File: src/rtl/pong_pkg.sv
// Shared Pong-mode definitions: match FSM encoding, default timing constants,
// shared colour constants and a saturating score helper.
package pong_pkg;

  typedef enum logic [2:0] {
    IDLE  = 3'd0,
    SERVE = 3'd1,
    RALLY = 3'd2,
    POINT = 3'd3,
    OVER  = 3'd4
  } state_t;

  localparam int unsigned DEF_WIN_SCORE   = 7;
  localparam int unsigned DEF_SERVE_TICKS = 20;
  localparam int unsigned DEF_POINT_TICKS = 30;
  localparam int unsigned DEF_CNT_W       = 6;

  localparam logic [1:0] SERVE_STEPS = 2'd3;

  localparam logic [11:0] COLOUR_BG     = 12'h000;
  localparam logic [11:0] COLOUR_BALL   = 12'hFFF;
  localparam logic [11:0] COLOUR_LEFT   = 12'h0F0;
  localparam logic [11:0] COLOUR_RIGHT  = 12'hF00;

  // Increment only when the result stays within the limit; widened so 15 cannot wrap.
  function automatic logic [3:0] sat_inc(input logic [3:0] score, input logic [3:0] limit);
    logic [4:0] inc;
    inc = {1'b0, score} + 5'd1;
    return (inc > {1'b0, limit}) ? score : inc[3:0];
  endfunction

endpackage

File: src/rtl/pong_match_ctrl_tick_timer.sv
// Loadable tick down-counter; done flags the tick that takes the count from 1 to 0.
module tick_timer #(
  parameter int unsigned CNT_W = 6
) (
  input  logic             clk,
  input  logic             rst_n,
  input  logic             tick,
  input  logic             load,
  input  logic [CNT_W-1:0] load_val,
  output logic             done
);

  logic [CNT_W-1:0] count;

  always_ff @(posedge clk or negedge rst_n) begin
    if (!rst_n)
      count <= '0;
    else if (load)
      count <= load_val;
    else if (tick && count != '0)
      count <= count - 1'b1;
  end

  assign done = tick && (count == CNT_W'(1));

endmodule

File: src/rtl/pong_match_ctrl.sv
// Pong match-flow controller: serve countdown, rally, point pause and game-over,
// owning both scores and driving the ball run/recentre controls.
module pong_match_ctrl
  import pong_pkg::*;
#(
  parameter int unsigned WIN_SCORE   = DEF_WIN_SCORE,
  parameter int unsigned SERVE_TICKS = DEF_SERVE_TICKS,
  parameter int unsigned POINT_TICKS = DEF_POINT_TICKS,
  parameter int unsigned CNT_W       = DEF_CNT_W
) (
  input  logic       clk,
  input  logic       rst,
  input  logic       tick,
  input  logic       E,
  input  logic       start,
  input  logic       p1_pt,
  input  logic       p2_pt,
  output logic       ball_run,
  output logic       ball_rst,
  output logic       serve_dir,
  output logic [3:0] p1_score,
  output logic [3:0] p2_score,
  output logic [1:0] countdown,
  output logic       flash,
  output logic       game_over,
  output logic       winner
);

  localparam logic [CNT_W-1:0] SERVE_LOAD = CNT_W'(SERVE_TICKS);
  localparam logic [CNT_W-1:0] POINT_LOAD = CNT_W'(POINT_TICKS);
  localparam logic [3:0]       WIN4       = 4'(WIN_SCORE);

  state_t     state, state_next;
  logic       start_q, start_edge;
  logic [2:0] flash_cnt, flash_cnt_next;
  logic [3:0] p1_next, p2_next;
  logic [1:0] cd_next;
  logic       dir_next, ball_rst_next, flash_next, winner_next;
  logic       load, done;
  logic [CNT_W-1:0] load_val;

  assign start_edge = start && !start_q;

  tick_timer #(.CNT_W(CNT_W)) u_timer (
    .clk      (clk),
    .rst_n    (rst),
    .tick     (tick),
    .load     (load),
    .load_val (load_val),
    .done     (done)
  );

  always_ff @(posedge clk or negedge rst) begin
    if (!rst) begin
      state     <= IDLE;
      start_q   <= 1'b0;
      flash_cnt <= '0;
      p1_score  <= '0;
      p2_score  <= '0;
      countdown <= '0;
      serve_dir <= 1'b0;
      ball_run  <= 1'b0;
      ball_rst  <= 1'b0;
      flash     <= 1'b0;
      game_over <= 1'b0;
      winner    <= 1'b0;
    end else begin
      state     <= state_next;
      start_q   <= start;
      flash_cnt <= flash_cnt_next;
      p1_score  <= p1_next;
      p2_score  <= p2_next;
      countdown <= cd_next;
      serve_dir <= dir_next;
      ball_run  <= (state_next == RALLY);
      ball_rst  <= ball_rst_next;
      flash     <= flash_next;
      game_over <= (state_next == OVER);
      winner    <= winner_next;
    end
  end

  always_comb begin
    state_next     = state;
    p1_next        = p1_score;
    p2_next        = p2_score;
    cd_next        = countdown;
    dir_next       = serve_dir;
    ball_rst_next  = 1'b0;
    flash_next     = flash;
    flash_cnt_next = flash_cnt;
    winner_next    = winner;
    load           = 1'b0;
    load_val       = '0;

    unique case (state)
      IDLE: begin
        if (start_edge) begin
          state_next    = SERVE;
          cd_next       = SERVE_STEPS;
          load          = 1'b1;
          load_val      = SERVE_LOAD;
          ball_rst_next = 1'b1;
        end
      end
      SERVE: begin
        if (done) begin
          if (countdown > 2'd1) begin
            cd_next  = countdown - 2'd1;
            load     = 1'b1;
            load_val = SERVE_LOAD;
          end else begin
            cd_next    = '0;
            state_next = RALLY;
          end
        end
      end
      RALLY: begin
        if (p1_pt || p2_pt) begin
          state_next     = POINT;
          load           = 1'b1;
          load_val       = POINT_LOAD;
          flash_next     = 1'b0;
          flash_cnt_next = '0;
          // Simultaneous points are a replay: no score or serve change.
          if (p1_pt && !p2_pt) begin
            p1_next  = sat_inc(p1_score, WIN4);
            dir_next = 1'b1;
          end else if (p2_pt && !p1_pt) begin
            p2_next  = sat_inc(p2_score, WIN4);
            dir_next = 1'b0;
          end
        end
      end
      POINT: begin
        if (tick) begin
          flash_cnt_next = flash_cnt + 3'd1;
          if (flash_cnt[1:0] == 2'b11)
            flash_next = ~flash;
        end
        if (done) begin
          flash_cnt_next = '0;
          flash_next     = 1'b0;
          if (p1_score == WIN4 || p2_score == WIN4) begin
            state_next  = OVER;
            winner_next = (p2_score == WIN4);
          end else begin
            state_next    = SERVE;
            cd_next       = SERVE_STEPS;
            load          = 1'b1;
            load_val      = SERVE_LOAD;
            ball_rst_next = 1'b1;
          end
        end
      end
      OVER: begin
        if (tick) begin
          flash_cnt_next = flash_cnt + 3'd1;
          if (flash_cnt == 3'b111)
            flash_next = ~flash;
        end
        if (start_edge) begin
          state_next     = SERVE;
          p1_next        = '0;
          p2_next        = '0;
          dir_next       = 1'b0;
          cd_next        = SERVE_STEPS;
          load           = 1'b1;
          load_val       = SERVE_LOAD;
          ball_rst_next  = 1'b1;
          flash_next     = 1'b0;
          flash_cnt_next = '0;
          winner_next    = 1'b0;
        end
      end
      default: state_next = IDLE;
    endcase

    // Leaving Pong mode wins over every other event and restores the reset picture.
    if (!E) begin
      state_next     = IDLE;
      p1_next        = '0;
      p2_next        = '0;
      cd_next        = '0;
      dir_next       = 1'b0;
      ball_rst_next  = 1'b0;
      flash_next     = 1'b0;
      flash_cnt_next = '0;
      winner_next    = 1'b0;
      load           = 1'b1;
      load_val       = '0;
    end
  end

endmodule
File: config.mk
export PLATFORM = sky130hd
export DESIGN_NAME = pong_match_ctrl
export DESIGN_NICKNAME = d
export VERILOG_FILES = /design/src/rtl/pong_pkg.sv /design/src/rtl/pong_match_ctrl_tick_timer.sv /design/src/rtl/pong_match_ctrl.sv
export SDC_FILE = /design/constraint.sdc
export NUM_CORES = 1
export LEC_CHECK = 0
export CORE_UTILIZATION = 45
export DETAILED_ROUTE_END_ITERATION = 7
export PLACE_DENSITY = 0.68
export SLEW_MARGIN = 20
export SYNTH_ARGS = -nofsm -noshare
export SYNTH_HDL_FRONTEND = slang
export SYNTH_SLANG_ARGS = --single-unit
File: constraint.sdc
create_clock -name clk -period 2.1 [get_ports clk]
set_input_delay 0.315 -clock clk [delete_from_list [all_inputs] [get_ports clk]]
set_output_delay 0.315 -clock clk [all_outputs]
set_load 0.01 [all_outputs]
# ---- Word level (Yosys, flattened, before mapping)
# Cells that the tools add are included.
# Widths: inputs -> output; s select.
dict set report classes {
  n_eq_ne 32
  add_sub_neg 5
  order_cmp 3
  n_bitwise 1
  n_reduce_logical 21
  n_mux 72
}
# op count
set ops {}
lappend ops {{$mux 4} 10}
lappend ops {{$mux 3} 12}
lappend ops {{$ne 3x3->1 const B} 11}
lappend ops {{$mux 5} 6}
lappend ops {{$mux 1} 24}
lappend ops {{$ne 4x4->1 const B} 5}
lappend ops {{$pmux 5 s4} 1}
lappend ops {{$mux 6} 3}
lappend ops {{$pmux 4 s2} 2}
lappend ops {{$mux 2} 6}
lappend ops {{$pmux 3 s4} 1}
lappend ops {{$reduce_and 6->1} 2}
lappend ops {{$add 4x1->5 const B} 2}
lappend ops {{$gt 5x3->1 const B} 2}
lappend ops {{$reduce_and 5->1} 2}
lappend ops {{$eq 3x2->1 const B} 3}
lappend ops {{$eq 3x3->1 const B} 3}
lappend ops {{$pmux 3 s3} 1}
lappend ops {{$eq 4x3->1 const B} 2}
lappend ops {{$reduce_and 4->1} 2}
lappend ops {{$eq 6x1->1 const B} 1}
lappend ops {{$ne 3x1->1 const B} 2}
lappend ops {{$pmux 1 s2} 3}
lappend ops {{$pmux 2 s3} 1}
lappend ops {{other kinds (20)} 27}
dict set report totals {
  elab_cells 147
  reg_bits 29
  out_inout_bits 16
  in_bits 7
}

# ---- Depth between registers and ports, before layout
# Gate-level depths: netlist (run 1).
dict set report logic_depth {
  depth_word 8
  mapped_depth 7
  mapped_depth_nobuf 7
}

# ---- By module
# A second synthesis (run 1) with hierarchy kept.
dict set report hier_totals {
  hier_cells 196
  area_unflattened_um2 1818.0
}
# mod n_inst seq_area_each_um2 cells_each area_per_inst_um2
set by_module_without_submodules {}
lappend by_module_without_submodules {pong_match_ctrl 1 575.6 149 1392.6}
lappend by_module_without_submodules {tick_timer 1 150.1 47 425.4}

# ---- Worst setup path after synthesis (run 1)
# No wires, ideal clock.
dict set report synth_timing {
  path_type {register -> register}
  start {reg p2_score[0]}
  end {reg p2_score[2]}
  path_slack_ns 0.095
  path_stages_with_launch 7
  synth_period_minus_slack_ns 2.005
  n_path_buf 0
  t_arrival_ns 1.885
  setup_ns 0.120
  required_time_ns 1.980
  cell_sequence {dfrtp_1 > inv_1 > ha_1 > or4_1 > a31oi_1 > nor2_1 > a41o_1}
}
dict set report synth_between {
  elab_chain_len 7
  word_cells_on_any_way 10
  cone_classes {add/sub (1); order compare (1); eq/ne (1); mux (6); reduce/logical (1)}
}
# item line_no
set synth_rtl {}
lappend synth_rtl {{from (decl)} pong_match_ctrl.sv:22} ;# output logic [3:0] p2_score,
lappend synth_rtl {{from (signal assigned)} pong_match_ctrl.sv:72} ;# p2_score <= p2_next;
lappend synth_rtl {{$add 4x1->5 *} pong_pkg.sv:28} ;# inc = {1'b0, score} + 5'd1;
lappend synth_rtl {{branches (longest 6 deep; another with $gt 5x3->1)} -}
# Mark *: on every way between the ends. The select of a mux whose other input is x is not followed.
# A chain may end at the register's enable or synchronous reset.

# ---- Final worst setup path (run 1)
dict set report layout_timing {
  start {reg u_timer.count[2]}
  end {reg countdown[0]}
}
dict set report layout_between {
  elab_chain_len 4
  word_cells_on_any_way 5
  cone_classes {eq/ne (3); reduce/logical (2)}
}
# item line_no
set layout_rtl {}
lappend layout_rtl {{from (decl)} pong_match_ctrl_tick_timer.sv:13} ;# logic [CNT_W-1:0] count;
lappend layout_rtl {{from (signal assigned)} pong_match_ctrl_tick_timer.sv:19} ;# count <= load_val;
lappend layout_rtl {{from (signal assigned)} pong_match_ctrl_tick_timer.sv:21} ;# count <= count - 1'b1;
lappend layout_rtl {{$eq 6x1->1 *} pong_match_ctrl_tick_timer.sv:24} ;# assign done = tick && (count == CNT_W'(1));
lappend layout_rtl {{$logic_and 1x1->1 *} pong_match_ctrl_tick_timer.sv:24}
lappend layout_rtl {{$ne 3x3->1 (no source line)} -}
lappend layout_rtl {{$reduce_and 5->1 (no source line) *} -}
lappend layout_rtl {{to (signal assigned)} pong_match_ctrl.sv:73} ;# countdown <= cd_next;
lappend layout_rtl {{to (decl)} pong_match_ctrl.sv:23} ;# output logic [1:0] countdown,
# Every way passes the cells marked *; elsewhere a longest branch is shown, timed or not.

==> impl_metrics.json, run 1 <==
{
  "status": "finished clean",
  "vias": 1545,
  "layout.cells.most_common": "dfrtp_1",
  "worst_ir_drop_vdd_mv": 0.465,
  "timing.critical_path.buf_inv": 0,
  "max_slew_margin_pct": 69.4,
  "rsz0062_at_grt": "false",
  "maxCapViolCount": 0,
  "port_buffers": 22,
  "grt_max_degree": 30,
  "worst_setup_path_startpoint": "u_timer.count[2]$_DFFE_PN0P_",
  "detail_route.wirelength_um": 4150,
  "critical_path.slowest_cell": "or4b_4",
  "critical_setup_path_kind": "flip-flop to flip-flop",
  "switching_share_pct": 29.9,
  "layout.cells.most_common_list": "29 x dfrtp_1, 21 x clkdlybuf4s50_1, 16 x buf_4",
  "dieWidth_um": 64.9,
  "floorplan.core_area_um2": 3720,
  "clockPowerShare_pct": 32.9,
  "cts-buffers-inserted": 5,
  "drt_iter0_markers": 55,
  "internal-power_mw": 1.08,
  "synthCells": 181,
  "dpl-instance-area_um2": 2110,
  "timing.critical_path.arrival_ns": 2.20,
  "n_fill_cell": 331,
  "first_global_vias": 1540,
  "post_synth.cell_area_avg_um2": 9.84,
  "dieHeight_um": 64.9,
  "vias_per_cell": 5.76,
  "reg2reg_setup_slack_ns": 0.06,
  "netSwitchingPower_uw": 462,
  "power.density_cell_area_nw_per_um2": 687,
  "synthToLayoutAreaGrowth_pct": 26.5,
  "clkLatencyLatePin_ns": 0.28,
  "worst_ep_required_time_ns": 2.27,
  "post-route-worst-setup-slack_ns": 0.0619,
  "postSynthNetCount": 197,
  "cts.sink_count": 29,
  "worst_path_dominant_cell_family": "simple AND/OR/NAND/NOR gates",
  "clk_root_buffer_cell": "clkbuf_8",
  "ant_nets": 0,
  "place_ws_ns": -0.270,
  "floorplan.rows": 22,
  "synthesis.yosys.warnings": 0,
  "cts.reportedPaths.clkPinSlew_ns": 0.07,
  "share_comb_of_total_power_pct": 24.6,
  "grt.overflow.total": 0,
  "worst_hold_slack_ns": 0.413,
  "tns_ns": 0,
  "finalSetupViolations": 0,
  "htreeDepth": 2,
  "synth_top_flop_cell": "dfrtp_1",
  "ys_async_sr_fraction_pct": 100,
  "antenna-diode-count": 0,
  "timing.final.crit_period_ns": 2.04,
  "final_design_area_no_fill_um2": 2250,
  "worst-path-stages": 5,
  "start_util_pct": 47.9,
  "critical_path.max_fanout": 4,
  "seq_power_share_pct": 42.4,
  "crit_path_end_kind": "flip-flop",
  "static-leakage-power_nw": 0.998,
  "layout.nets": 235,
  "hold_class": "input port to async pin",
  "drt_drc_violations_left": 0,
  "place.gp.congestion": 0.853,
  "ctsLongestPathBuffers": 2,
  "global_route.usage.total_pct": 21.7,
  "critical-path-max-stage-delay_ns": 0.56,
  "post_cts_hold_buffer_count": 0,
  "synth_cell_types": 59,
  "start_kind": "flip-flop",
  "syn_area_um2": 1780,
  "floorplan.die_area_um2": 4210,
  "r2r-end": "countdown[0]$_DFFE_PN0P_",
  "finalCritPeriodShare_pct": 97.1,
  "final.setup_skew_ns": 0.00589,
  "grt_first_pass_wirelength_um": 6860,
  "timing.final.hold_violations": 0,
  "maximum_achievable_frequency_mhz": 491,
  "final-max-slew-violation-count": 0,
  "end_point_of_the_critical_path": "countdown[0]$_DFFE_PN0P_",
  "worst_pin_slew_ns": 0.459,
  "dpl.hpwl_um": 3160,
  "number_of_antenna_violations_at_the_first_check_in_global_routing": 0,
  "register_to_register_path_depth": 5,
  "synth-seq-cells": 29,
  "floorplan.io_pins": 23,
  "wl_per_cell_um": 15.5,
  "cts_tree": "yes",
  "reg2reg_from": "u_timer.count[2]$_DFFE_PN0P_",
  "drive_gt1_share_pct": 16.8,
  "critical_path_cell_list": "or4b_4 -> or2_4 -> a211o_1 -> and2_4 -> o31a_1",
  "synth_sequential_area_ratio_pct": 40.8,
  "synth_edf_count": 0,
  "drt_first_pass_iters": 4
}
metrics by stage:
| stage | cells | util (%) | power, mW |
|---|---|---|---|
| finish | 268 | 60.6 | 1.55 |
| global route | 268 | 60.6 | 1.63 |
| CTS | 267 | 59.7 | 1.56 |
| detailed placement | 259 | 56.8 | 1.04 |
| global placement | 259 | 56.8 | 1.01 |
| floorplan | 181 | - | 0.878 |
repair_timing:
item,in CTS,in global routing
cloned,0,0
pin swaps,0,4
gates resized for setup,1,8
buffers inserted,0,1
endpoints found under the setup margin,1,3
layer usage:
metal / vias up / share of wire (%) / global-route usage, %
met5: - / 0 / 0
met4: 0 / 1.6 / 7.50
met3: 6 / 3.2 / 5.11
met2: 28 / 53 / 41.0
met1: 763 / 42 / 23.1
li1: 748 / - / -
power groups by stage:
stage | logic (mW) | clock network, mW | registers (mW)
floorplan | 0.217 | 0 | 0.662
global placement | 0.347 | 0 | 0.661
detailed placement | 0.374 | 0 | 0.665
CTS | 0.378 | 0.523 | 0.655
global route | 0.418 | 0.547 | 0.661
finish | 0.381 | 0.509 | 0.656
logic make-up (layout without fill, tap and decap cells):
logic type,after synthesis,in the layout,synth area share [%]
AO/OA/AOI/OAI,49,49,20.0
XOR/XNOR,8,8,3.94
adder cells (fa/ha/maj),10,10,6.89
buffers and inverters,16,55,5.41
flip-flops,29,29,40.8
multiplexers,2,2,1.19
AND/OR/NAND/NOR,67,67,21.8
worst reg2reg max path, stage by stage (launching register included):
cell	delay (ns)
dfrtp_1	0.39
or4b_4	0.56
or2_4	0.25
a211o_1	0.31
and2_4	0.15
o31a_1	0.27
synth_stat cells, types with 2 or more instances:
| library cell | instances | area, µm² |
|---|---|---|
| a21boi_0 | 7 | 52.6 |
| a21oi_1 | 3 | 15.0 |
| a22o_1 | 3 | 26.3 |
| a31oi_1 | 3 | 18.8 |
| a41o_1 | 2 | 20.0 |
| and2_1 | 2 | 12.5 |
| and3_1 | 3 | 18.8 |
| dfrtp_1 | 29 | 726 |
| ha_1 | 9 | 113 |
| inv_1 | 9 | 33.8 |
| nand2_1 | 9 | 33.8 |
| nand2b_1 | 3 | 18.8 |
| nand3_1 | 7 | 35.0 |
| nand4_1 | 2 | 12.5 |
| nand4b_1 | 2 | 17.5 |
| nor2_1 | 15 | 56.3 |
| nor2b_1 | 3 | 18.8 |
| nor3_1 | 3 | 15.0 |
| nor3b_1 | 3 | 22.5 |
| o211ai_1 | 3 | 22.5 |
| o21a_1 | 2 | 15.0 |
| o21ai_0 | 9 | 45.0 |
| o31a_1 | 3 | 26.3 |
| o41ai_1 | 2 | 17.5 |
| or2b_2 | 2 | 17.5 |
| or4_1 | 4 | 30.0 |
| xnor2_1 | 3 | 26.3 |
| xor2_1 | 5 | 43.8 |
worst min-delay path by stage:
stage                      startpoint                  to  cells past startpoint  slack (ns)
finish                            rst   flash$_DFFE_PN0P_                      2        0.41
global route                      rst   flash$_DFFE_PN0P_                      2        0.45
CTS                               rst   flash$_DFFE_PN0P_                      2        0.42
detailed placement  flash$_DFFE_PN0P_   flash$_DFFE_PN0P_                      1        0.49
global placement    flash$_DFFE_PN0P_   flash$_DFFE_PN0P_                      1        0.47
floorplan                         rst  ball_rst$_DFF_PN0_                      0        0.02
layout make-up:
cell class                      instances  area (µm²)  share of cell area [%]
Sequential cell                        29         726                    32.2
Clock inverter                          1        5.00                   0.222
Multi-Input combinational cell        136         988                    43.9
Inverter                                9        33.8                    1.50
Tap cell                               48        60.1                    2.67
Clock buffer                            7        96.3                    4.28
Timing Repair Buffer                   38         343                    15.2
registers in the layout, indices dropped and copies added (netlist names), 2 cells and up:
name,flops
u_timer.count,6
p2_score,4
state,3
countdown,2
p1_score,4
flash_cnt,3
Power figures use the tool's default switching activity.
==> run 2: changes to the inputs <==
--- a/config.mk
+++ b/config.mk
@@ -7,7 +7,7 @@
 export LEC_CHECK = 0
 export CORE_UTILIZATION = 45
 export DETAILED_ROUTE_END_ITERATION = 7
-export PLACE_DENSITY = 0.68
+export PLACE_DENSITY = 0.65
 export SLEW_MARGIN = 20
 export SYNTH_ARGS = -nofsm -noshare
 export SYNTH_HDL_FRONTEND = slang
==> constraint.sdc (replaced) <==
create_clock -name clk -period 2.3 [get_ports clk]
set_input_delay 0.345 -clock clk [delete_from_list [all_inputs] [get_ports clk]]
set_output_delay 0.345 -clock clk [all_outputs]
set_load 0.01 [all_outputs]
==> run 2 against run 1 <==
Global-route usage is 0.73 points higher. Sequential power down 7.9%. Final cell count fell by 0.37%. Setup slack improved by 0.091 ns. Clock power down 22%. Combinational power down 15%. Critical path type unchanged. Largest cell class unchanged.
==> impl_metrics.json, run 2 (synthesis results as in run 1) <==
{
  "wl_per_cell_um": 15.2,
  "worst_ir_drop_vdd_mv": 0.285,
  "multi_input_comb_area_um2": 971,
  "rsz0062_at_grt": "false",
  "seqCellArea_um2": 726,
  "dieWidth_um": 64.9,
  "layout.nets": 234,
  "final.setup_skew_ns": 0.00719,
  "floorplan.core_area_um2": 3720,
  "worst_pin_slew_ns": 0.509,
  "timing.final.crit_period_ns": 2.15,
  "worst_path_dominant_cell_family": "compound AO/OA/AOI/OAI gates",
  "floorplan.io_pins": 23,
  "vias": 1512,
  "critical_setup_path_kind": "flip-flop to flip-flop",
  "floorplan.rows": 22,
  "finalCritPeriodShare_pct": 93.3,
  "timing.final.hold_violations": 0,
  "post-route-worst-setup-slack_ns": 0.153,
  "number_of_antenna_violations_at_the_first_check_in_global_routing": 0,
  "timing.critical_path.buf_inv": 0,
  "grt.overflow.total": 0,
  "grt_first_pass_wirelength_um": 7090,
  "critical_path.slowest_cell": "dfrtp_1",
  "worst_ep_required_time_ns": 2.46,
  "routed-wl-met2_um": 2130,
  "route.top_layer_used": "met4",
  "layout.cells.most_common_list": "29 x dfrtp_1, 22 x clkdlybuf4s50_1, 15 x nor2_1, 15 x buf_4",
  "finish.cell_count_without_fillers": 267,
  "r2r-end": "p1_score[2]$_DFFE_PN0P_",
  "largest_register_ff_count": 6,
  "htreeDepth": 2,
  "drive_gt1_share_pct": 13.2,
  "drt_drc_violations_left": 0,
  "antenna-diode-count": 0,
  "first_global_vias": 1579,
  "critical_path_cell_list": "ha_1 -> xnor2_1 -> or4_1 -> a31oi_1 -> nor2_1 -> a41o_1",
  "vias_per_cell": 5.66,
  "post_cts_hold_buffer_count": 0,
  "max_slew_margin_pct": 66.1,
  "synthToLayoutAreaGrowth_pct": 23.8,
  "start_util_pct": 47.9,
  "reg2reg_setup_slack_ns": 0.15,
  "grt_max_degree": 30,
  "layout.cells.most_common": "dfrtp_1",
  "ant_nets": 0,
  "n_fill_cell": 343,
  "post-layout-total-power_mw": 1.32,
  "dieHeight_um": 64.9,
  "crit_path_end_kind": "flip-flop",
  "start_kind": "flip-flop",
  "place_ws_ns": -0.0989,
  "cts.reportedPaths.clkPinSlew_ns": 0.06,
  "final-max-slew-violation-count": 0,
  "global_route.usage.total_pct": 22.4,
  "largestRegisters": "u_timer.count (6), p1_score (4), p2_score (4)",
  "power.density_cell_area_nw_per_um2": 601,
  "ctsLongestPathBuffers": 2,
  "critical-path-max-stage-delay_ns": 0.43,
  "detail_route.wirelength_um": 4060,
  "maximum_achievable_frequency_mhz": 466,
  "drt_iter0_markers": 61,
  "status": "finished clean",
  "cts.sink_count": 29,
  "maxCapViolCount": 0,
  "hold_class": "input port to async pin",
  "register_to_register_path_depth": 6,
  "timing.critical_path.arrival_ns": 2.31,
  "dr_wl_met3_um": 131,
  "registers.top_by_ff_count": "u_timer.count",
  "clk_root_buffer_cell": "clkbuf_8",
  "route.layer.met1.wl_um": 1720,
  "cts_tree": "yes",
  "dpl.hpwl_um": 3050,
  "static-leakage-power_nw": 0.965,
  "drt_first_pass_iters": 4,
  "floorplan.die_area_um2": 4210,
  "port_buffers": 22,
  "reg2reg_from": "p1_score[0]$_DFFE_PN0P_",
  "cts-buffers-inserted": 5,
  "place_inst": 259,
  "critical_path.max_fanout": 6,
  "finalSetupViolations": 0,
  "clkLatencyLatePin_ns": 0.28,
  "place.gp.congestion": 0.819
}
[run 2: routing by layer]
layer	up-vias	global-route usage [%]
met1	736	24.6
met4	0	11.1
met5	-	0
li1	738	-
met2	30	41.0
met3	8	3.70
[run 2: worst max-delay path by stage]
stage                                 start                  endpoint  depth (start not counted)
detailed placement                     tick  countdown[0]$_DFFE_PN0P_                          6
CTS                 p2_score[0]$_DFFE_PN0P_   p2_score[2]$_DFFE_PN0P_                          6
floorplan           p2_score[0]$_DFFE_PN0P_   p2_score[2]$_DFFE_PN0P_                          6
global placement                       tick  countdown[0]$_DFFE_PN0P_                          6
finish              p1_score[0]$_DFFE_PN0P_   p1_score[2]$_DFFE_PN0P_                          6
global route        p1_score[0]$_DFFE_PN0P_   p1_score[2]$_DFFE_PN0P_                          6
[run 2: through the flow]
stage	util [%]	cell area, µm²	setup TNS [ns]	hold WS (ns)
floorplan	-	1780	0	0.0494
finish	59.3	2200	0	0.448
global route	59.3	2200	0	0.484
global placement	56.8	2110	-0.175	0.464
CTS	59.0	2190	0	0.458
detailed placement	56.8	2110	-0.307	0.475
[run 2: area by class of cell]
class / count / area share, %
multi-input cells: 136 / 44.1
flip-flops and latches: 29 / 32.9
repair buffers: 37 / 15.1
clock buffers: 8 / 3.63
well taps: 48 / 2.73
inverters: 9 / 1.53
[run 2: power by group]
group | total, mW | internal [mW] | leakage [nW] | switching [mW]
clock | 0.396 | 0.214 | 0.0395 | 0.182
combinational | 0.324 | 0.162 | 0.534 | 0.162
sequential | 0.604 | 0.551 | 0.391 | 0.0529
total | 1.32 | 0.927 | 0.965 | 0.397
[run 2: repair_timing]
item / 4_1_cts / 5_1_grt
endpoints found under the setup margin: 0 / 3
endpoints found under the hold margin: 0 / 0
resized for setup: 0 / 2
buffers inserted: 0 / 0
